--- src/rtl/dev_bridge_pkg.sv ---
// Shared types and constants for the CPU-to-peripheral bridge.
// Latency: n/a (declarations only); backpressure: n/a.
package dev_bridge_pkg;

  typedef enum logic [1:0] {
    IDLE,
    ACCESS,
    RESP
  } state_e;

  localparam int unsigned SLOT_BYTES  = 16;
  localparam int unsigned SLOT_SHIFT  = 4;
  localparam logic [3:0]  BYTEEN_WORD = 4'b1111;

  // Request fields captured when a CPU access is accepted.
  typedef struct packed {
    logic        we;
    logic [31:0] addr;
    logic [31:0] wd;
  } req_t;

endpackage

--- src/rtl/dev_bridge_decode.sv ---
// Maps a CPU byte address onto a slot hit flag and slot index.
// Latency: combinational; backpressure: none.
module dev_bridge_decode
  import dev_bridge_pkg::*;
#(
  parameter int unsigned NUM_DEV = 2,
  parameter logic [31:0] BASE    = 32'h0000_7F00,
  localparam int unsigned IDX_W  = (NUM_DEV > 1) ? $clog2(NUM_DEV) : 1
) (
  input  logic [31:0]      addr_i,
  output logic             hit_o,
  output logic [IDX_W-1:0] idx_o
);

  logic [31:0] offset;

  // Offset form avoids overflow of BASE + window size near the top of memory.
  assign offset = addr_i - BASE;
  assign hit_o  = (addr_i >= BASE) && (offset < 32'(SLOT_BYTES * NUM_DEV));
  assign idx_o  = offset[SLOT_SHIFT +: IDX_W];

endmodule

--- src/rtl/dev_bridge.sv ---
// Bridges CPU data-port accesses to NUM_DEV peripheral slots with wait states and timeout.
// Latency: 2..TIMEOUT+1 cycles to cpu_ready_o (1 on decode error); CPU stalls until the ready pulse.
module dev_bridge
  import dev_bridge_pkg::*;
#(
  parameter int unsigned NUM_DEV = 2,
  parameter logic [31:0] BASE    = 32'h0000_7F00,
  parameter int unsigned TIMEOUT = 15
) (
  input  logic                  clk_i,
  input  logic                  reset_i,
  input  logic                  cpu_req_i,
  input  logic                  cpu_we_i,
  input  logic [31:0]           cpu_addr_i,
  input  logic [31:0]           cpu_wd_i,
  input  logic [3:0]            cpu_byteen_i,
  output logic                  cpu_ready_o,
  output logic [31:0]           cpu_rd_o,
  output logic                  cpu_err_o,
  output logic [NUM_DEV-1:0]    dev_sel_o,
  output logic                  dev_we_o,
  output logic [31:0]           dev_addr_o,
  output logic [31:0]           dev_wd_o,
  input  logic [NUM_DEV-1:0]    dev_ack_i,
  input  logic [32*NUM_DEV-1:0] dev_rd_i,
  input  logic [NUM_DEV-1:0]    dev_irq_i,
  output logic [NUM_DEV-1:0]    irq_out_o
);

  localparam int unsigned IDX_W = (NUM_DEV > 1) ? $clog2(NUM_DEV) : 1;
  localparam int unsigned CNT_W = $clog2(TIMEOUT + 1);

  state_e             state_q, state_d;
  logic [CNT_W-1:0]   cnt_q, cnt_d;
  logic [IDX_W-1:0]   idx_q, idx_d;
  req_t               req_q, req_d;
  logic [NUM_DEV-1:0] sel_q, sel_d;
  logic               dev_we_q, dev_we_d;
  logic               ready_q, ready_d;
  logic               err_q, err_d;
  logic [31:0]        rd_q, rd_d;
  logic [NUM_DEV-1:0] irq_q, irq_d;

  logic               dec_hit;
  logic [IDX_W-1:0]   dec_idx;
  logic [31:0]        slot_rd [NUM_DEV];

  dev_bridge_decode #(
    .NUM_DEV (NUM_DEV),
    .BASE    (BASE)
  ) u_decode (
    .addr_i (cpu_addr_i),
    .hit_o  (dec_hit),
    .idx_o  (dec_idx)
  );

  for (genvar g = 0; g < NUM_DEV; g++) begin : g_slot_rd
    assign slot_rd[g] = dev_rd_i[32*g +: 32];
  end

  always_comb begin
    state_d  = state_q;
    cnt_d    = cnt_q;
    idx_d    = idx_q;
    req_d    = req_q;
    sel_d    = sel_q;
    dev_we_d = dev_we_q;
    ready_d  = 1'b0;
    err_d    = err_q;
    rd_d     = rd_q;
    irq_d    = dev_irq_i;

    unique case (state_q)
      IDLE: begin
        err_d = 1'b0;
        rd_d  = '0;
        if (cpu_req_i) begin
          req_d = '{we: cpu_we_i, addr: cpu_addr_i, wd: cpu_wd_i};
          idx_d = dec_idx;
          // Device registers are word-only; erroring accesses never touch a slot.
          if (!dec_hit || (cpu_we_i && (cpu_byteen_i != BYTEEN_WORD))) begin
            state_d = RESP;
            ready_d = 1'b1;
            err_d   = 1'b1;
          end else begin
            state_d  = ACCESS;
            cnt_d    = '0;
            sel_d    = NUM_DEV'(1) << dec_idx;
            dev_we_d = cpu_we_i;
          end
        end
      end
      ACCESS: begin
        cnt_d = cnt_q + 1'b1;
        if (dev_ack_i[idx_q]) begin
          state_d  = RESP;
          ready_d  = 1'b1;
          err_d    = 1'b0;
          rd_d     = req_q.we ? '0 : slot_rd[idx_q];
          sel_d    = '0;
          dev_we_d = 1'b0;
        end else if (cnt_q == CNT_W'(TIMEOUT - 1)) begin
          state_d  = RESP;
          ready_d  = 1'b1;
          err_d    = 1'b1;
          rd_d     = '0;
          sel_d    = '0;
          dev_we_d = 1'b0;
        end
      end
      RESP: begin
        state_d = IDLE;
        err_d   = 1'b0;
        rd_d    = '0;
      end
      default: state_d = IDLE;
    endcase
  end

  always_ff @(posedge clk_i) begin
    if (reset_i) begin
      state_q  <= IDLE;
      cnt_q    <= '0;
      idx_q    <= '0;
      req_q    <= '0;
      sel_q    <= '0;
      dev_we_q <= 1'b0;
      ready_q  <= 1'b0;
      err_q    <= 1'b0;
      rd_q     <= '0;
      irq_q    <= '0;
    end else begin
      state_q  <= state_d;
      cnt_q    <= cnt_d;
      idx_q    <= idx_d;
      req_q    <= req_d;
      sel_q    <= sel_d;
      dev_we_q <= dev_we_d;
      ready_q  <= ready_d;
      err_q    <= err_d;
      rd_q     <= rd_d;
      irq_q    <= irq_d;
    end
  end

  assign cpu_ready_o = ready_q;
  assign cpu_rd_o    = rd_q;
  assign cpu_err_o   = err_q;
  assign dev_sel_o   = sel_q;
  assign dev_we_o    = dev_we_q;
  assign dev_addr_o  = req_q.addr;
  assign dev_wd_o    = req_q.wd;
  assign irq_out_o   = irq_q;

endmodule

--- config.mk ---
export PLATFORM = sky130hd
export DESIGN_NAME = dev_bridge
export DESIGN_NICKNAME = d
export VERILOG_FILES = /design/src/rtl/dev_bridge_pkg.sv /design/src/rtl/dev_bridge_decode.sv /design/src/rtl/dev_bridge.sv
export SDC_FILE = /design/constraint.sdc
export NUM_CORES = 1
export LEC_CHECK = 0
export BUFFER_PORTS_ARGS = -buffer_cell sky130_fd_sc_hd__buf_2
export CAP_MARGIN = 30
export CORE_MARGIN = 3
export CORE_UTILIZATION = 45
export CTS_CLUSTER_SIZE = 16
export DETAILED_ROUTE_END_ITERATION = 10
export PLACE_DENSITY_LB_ADDON = 0.25
export SYNTH_ARGS = -nofsm -noshare
export SYNTH_HDL_FRONTEND = slang
export SYNTH_HIERARCHICAL = 1
export SYNTH_SLANG_ARGS = --single-unit
--- constraint.sdc ---
create_clock -name clk_i -period 2.6 [get_ports clk_i]
set_input_delay 0.13 -clock clk_i [delete_from_list [all_inputs] [get_ports clk_i]]
set_output_delay 0.13 -clock clk_i [all_outputs]
set_load 0.1 [all_outputs]
==> impl_metrics.ini <==
[status]
status = finished clean

[cells_and_area]
seq_area_mm2 = 0.002223
multiInputGateArea_mm2 = 0.002371
fin_nets = 929
area_growth_pct = 19.04
drive_gt1_share_pct = 38.66
fill_cells = 1105
diodes = 0

[worst_setup_path]
worstPathMaxFanout = 32
arrival_ps = 2250
worstPathRequired_ps = 2870
start_kind = flop
crit_path_end_kind = flop
critical_path_class = flop to flop
rrSetupSlack_ps = 620

[sta]
relSlewSlack_pct = 36.91
hold_viol_final = 0
skew_ps = 3.331
finalSetupViolations = 0
min_period_ps = 1984
rsz0062_at_grt = false
slew_violations = 0
setup_tns_ps = 0
fin_crit_sh_pct = 76.32
worst_slew_pin_slew_ps = 946.4
fmax_ghz = 0.5039

[min_path]
hp-class = primary input to flop

[cts]
clkSinkCount = 111
post_cts.repair.setup_buffers = 0
clk_pin_slew_ps = 70
cts_htree_levels = 3
cts_root_buf = clkbuf_16
cts_resized = 0
cts_tree = yes
clk_latency_ps = 340
clock_path_buffers = 2
numCtsBuffers = 9

[floorplanning]
fp.dieW_um = 115.1
start_util_pct = 46.50
die_area_mm2 = 0.01325
rows = 39
fp.coreArea_mm2 = 0.01152
io_pins = 243
die_h_um = 115.1

[synthesis]
ys_warn_count = 6
avgSynthCellArea_um2 = 8.447
netlist_instances = 634
ys_types = 47
ys_seq_area_share_pct = 41.50
synth-seq-cells = 111
syn_nets = 779
synth_top_area_share_pct = 41.50
synth_area_mm2 = 0.005355
synthTopCellsByArea = dfxtp_1 41%, a21oi_1 9.9%, buf_4 9.5%, nand2_1 9.5%, nor4_2 6.5%
synth_top_area_cell = dfxtp_1

[detailed_routing]
wl_um = 13220
vias = 4736
avgViaCountPerCell = 5.082
drtIter0Drc = 273
drt-wirelength-per-cell_um = 14.18
firstDrtPassIters = 4
drc_errors = 0
postRouteAntennaNets = 0

[global_route]
antenna_found_initial = 0
grt_max_degree = 93
grt_pass1_vias = 4481
track_usage_pct = 18.98
grt_pass1_wl_um = 20590
grt-ovfl-total = 0

[placement]
hpwl_um = 9695
place_congestion = 0.7800
io_buffers = 242

[pwr]
power_mw = 4.267
power_density_mw_per_mm2 = 669.4
max-vdd-ir-drop_mv = 0.4655
p_leak_nw = 2.807

[job]
drv_cap = 0
synth_stat cells, drive strengths merged:
library cell and count:
a211o 1, or3 3, a21oi 106, a221oi 1, o21a 1, dfxtp 111
nand3b 2, a2111oi 1, ha 5, nand4 4, a31oi 3, a21o 1
nor4b 1, or4 3, o21ai 2, buf 90, mux2i 33, and2 1
nand2 135, a311oi 1, nor4 32, clkbuf 21, nor3 2, inv 9
o31ai 3, a21bo 1, a211oi 1, nor2b 4, or2 1, nand3 8
a21boi 1, nand2b 4, a31o 2, and3 2, a2bb2oi 1, nor2 37
area by class of cell:
| cell class | count | area share, % |
|---|---|---|
| Clock inverter | 6 | 0.5888 |
| Multi-Input combinational cell | 403 | 37.19 |
| Inverter | 9 | 0.5299 |
| Tap cell | 143 | 2.807 |
| Sequential cell | 111 | 34.88 |
| Timing Repair Buffer | 250 | 20.41 |
| Clock buffer | 10 | 3.592 |
placed cells by master, fill, tap and decap left out, types with 2 or more instances in the layout:
master | synthesis | final
nor3_4 | 1 | 2
nor4_1 | 4 | 4
dfxtp_1 | 111 | 110
buf_4 | 68 | 6
nor2b_1 | 4 | 4
nor2_1 | 36 | 36
nand2_1 | 135 | 134
a21oi_1 | 106 | 106
and3_1 | 2 | 2
or4_4 | 2 | 2
nor4_2 | 28 | 28
nand3b_1 | 2 | 2
buf_2 | 16 | 241
nand2b_1 | 4 | 4
or3_1 | 2 | 2
mux2i_1 | 32 | 32
buf_12 | 1 | 2
a31oi_1 | 3 | 3
clkinv_2 | 0 | 3
clkinvlp_4 | 0 | 3
o31ai_1 | 3 | 3
o21ai_0 | 2 | 2
inv_1 | 9 | 9
ha_1 | 5 | 5
nand3_1 | 8 | 8
clkbuf_16 | 0 | 9
nand4_1 | 4 | 4
stage by stage:
step	setup WS, ps	instances	utilization (%)	area (um2)	hold WS, ps
detailed placement	393.7	915	52.96	6098	357.6
global route	407.4	932	55.36	6375	19.58
floorplan	757.1	634	-	5355	258.2
global placement	465.3	915	52.96	6098	348.8
CTS	606.1	932	55.36	6375	5.070
finish	615.6	932	55.36	6375	22.89
cells by family after synthesis:
logic type      Yosys count  synth area share, %
simple gates            239                23.76
compound gates          126                12.76
buf+inv                 120                14.42
fa+ha+maj                 5                1.168
flops                   111                41.50
mux                      33                6.402
repair_timing:
item | in CTS | in global routing
endpoints found under the hold margin | 1 | 0
hold buffers | 1 | 0
setup endpoints to repair | 0 | 0
worst max-delay path, cell delays in order, from the launching register on:
cell and delay (ps):
dfxtp_1 350, inv_1 70, ha_1 350, or3_4 640, nor4_1 300, a21oi_1 70, nor2_1 110
registers in the layout (all words and copies together), names as in the netlist:
signal,flops
dev_wd_o,32
req_q,1
cpu_err_o,1
dev_we_o,1
state_q,2
dev_addr_o,32
cnt_q,4
idx_q,1
irq_out_o,2
dev_sel_o,2
cpu_ready_o,1
cpu_rd_o,32
power breakdown:
part | switching (mW) | total, mW | internal (mW)
Clock | 0.596 | 1.24 | 0.645
Combinational | 0.940 | 1.20 | 0.262
Sequential | 0.0395 | 1.82 | 1.79
Total | 1.57 | 4.27 | 2.69
final timing paths:
kind / from / cells after the start / endpoint
hold / removal: cpu_wd_i[31] / 3 / dev_wd_o[31]$_SDFFE_PP0P_
hold reg to reg: dev_wd_o[5]$_SDFFE_PP0P_ / 2 / dev_wd_o[5]$_SDFFE_PP0P_
setup reg to reg: state_q[0]$_SDFFE_PP0P_ / 6 / cpu_rd_o[2]$_SDFFE_PP0P_
setup / recovery: state_q[0]$_SDFFE_PP0P_ / 6 / cpu_rd_o[2]$_SDFFE_PP0P_
routing by layer:
metal / vias to the layer above / routed length [um] / track usage (%)
met2: 178 / 6274 / 31.60
met5: - / 0 / 0
li1: 2380 / - / -
met4: 0 / 328 / 8.529
met1: 2150 / 5512 / 22.81
met3: 28 / 1100 / 5.316
(Power assumes the default switching activity.)
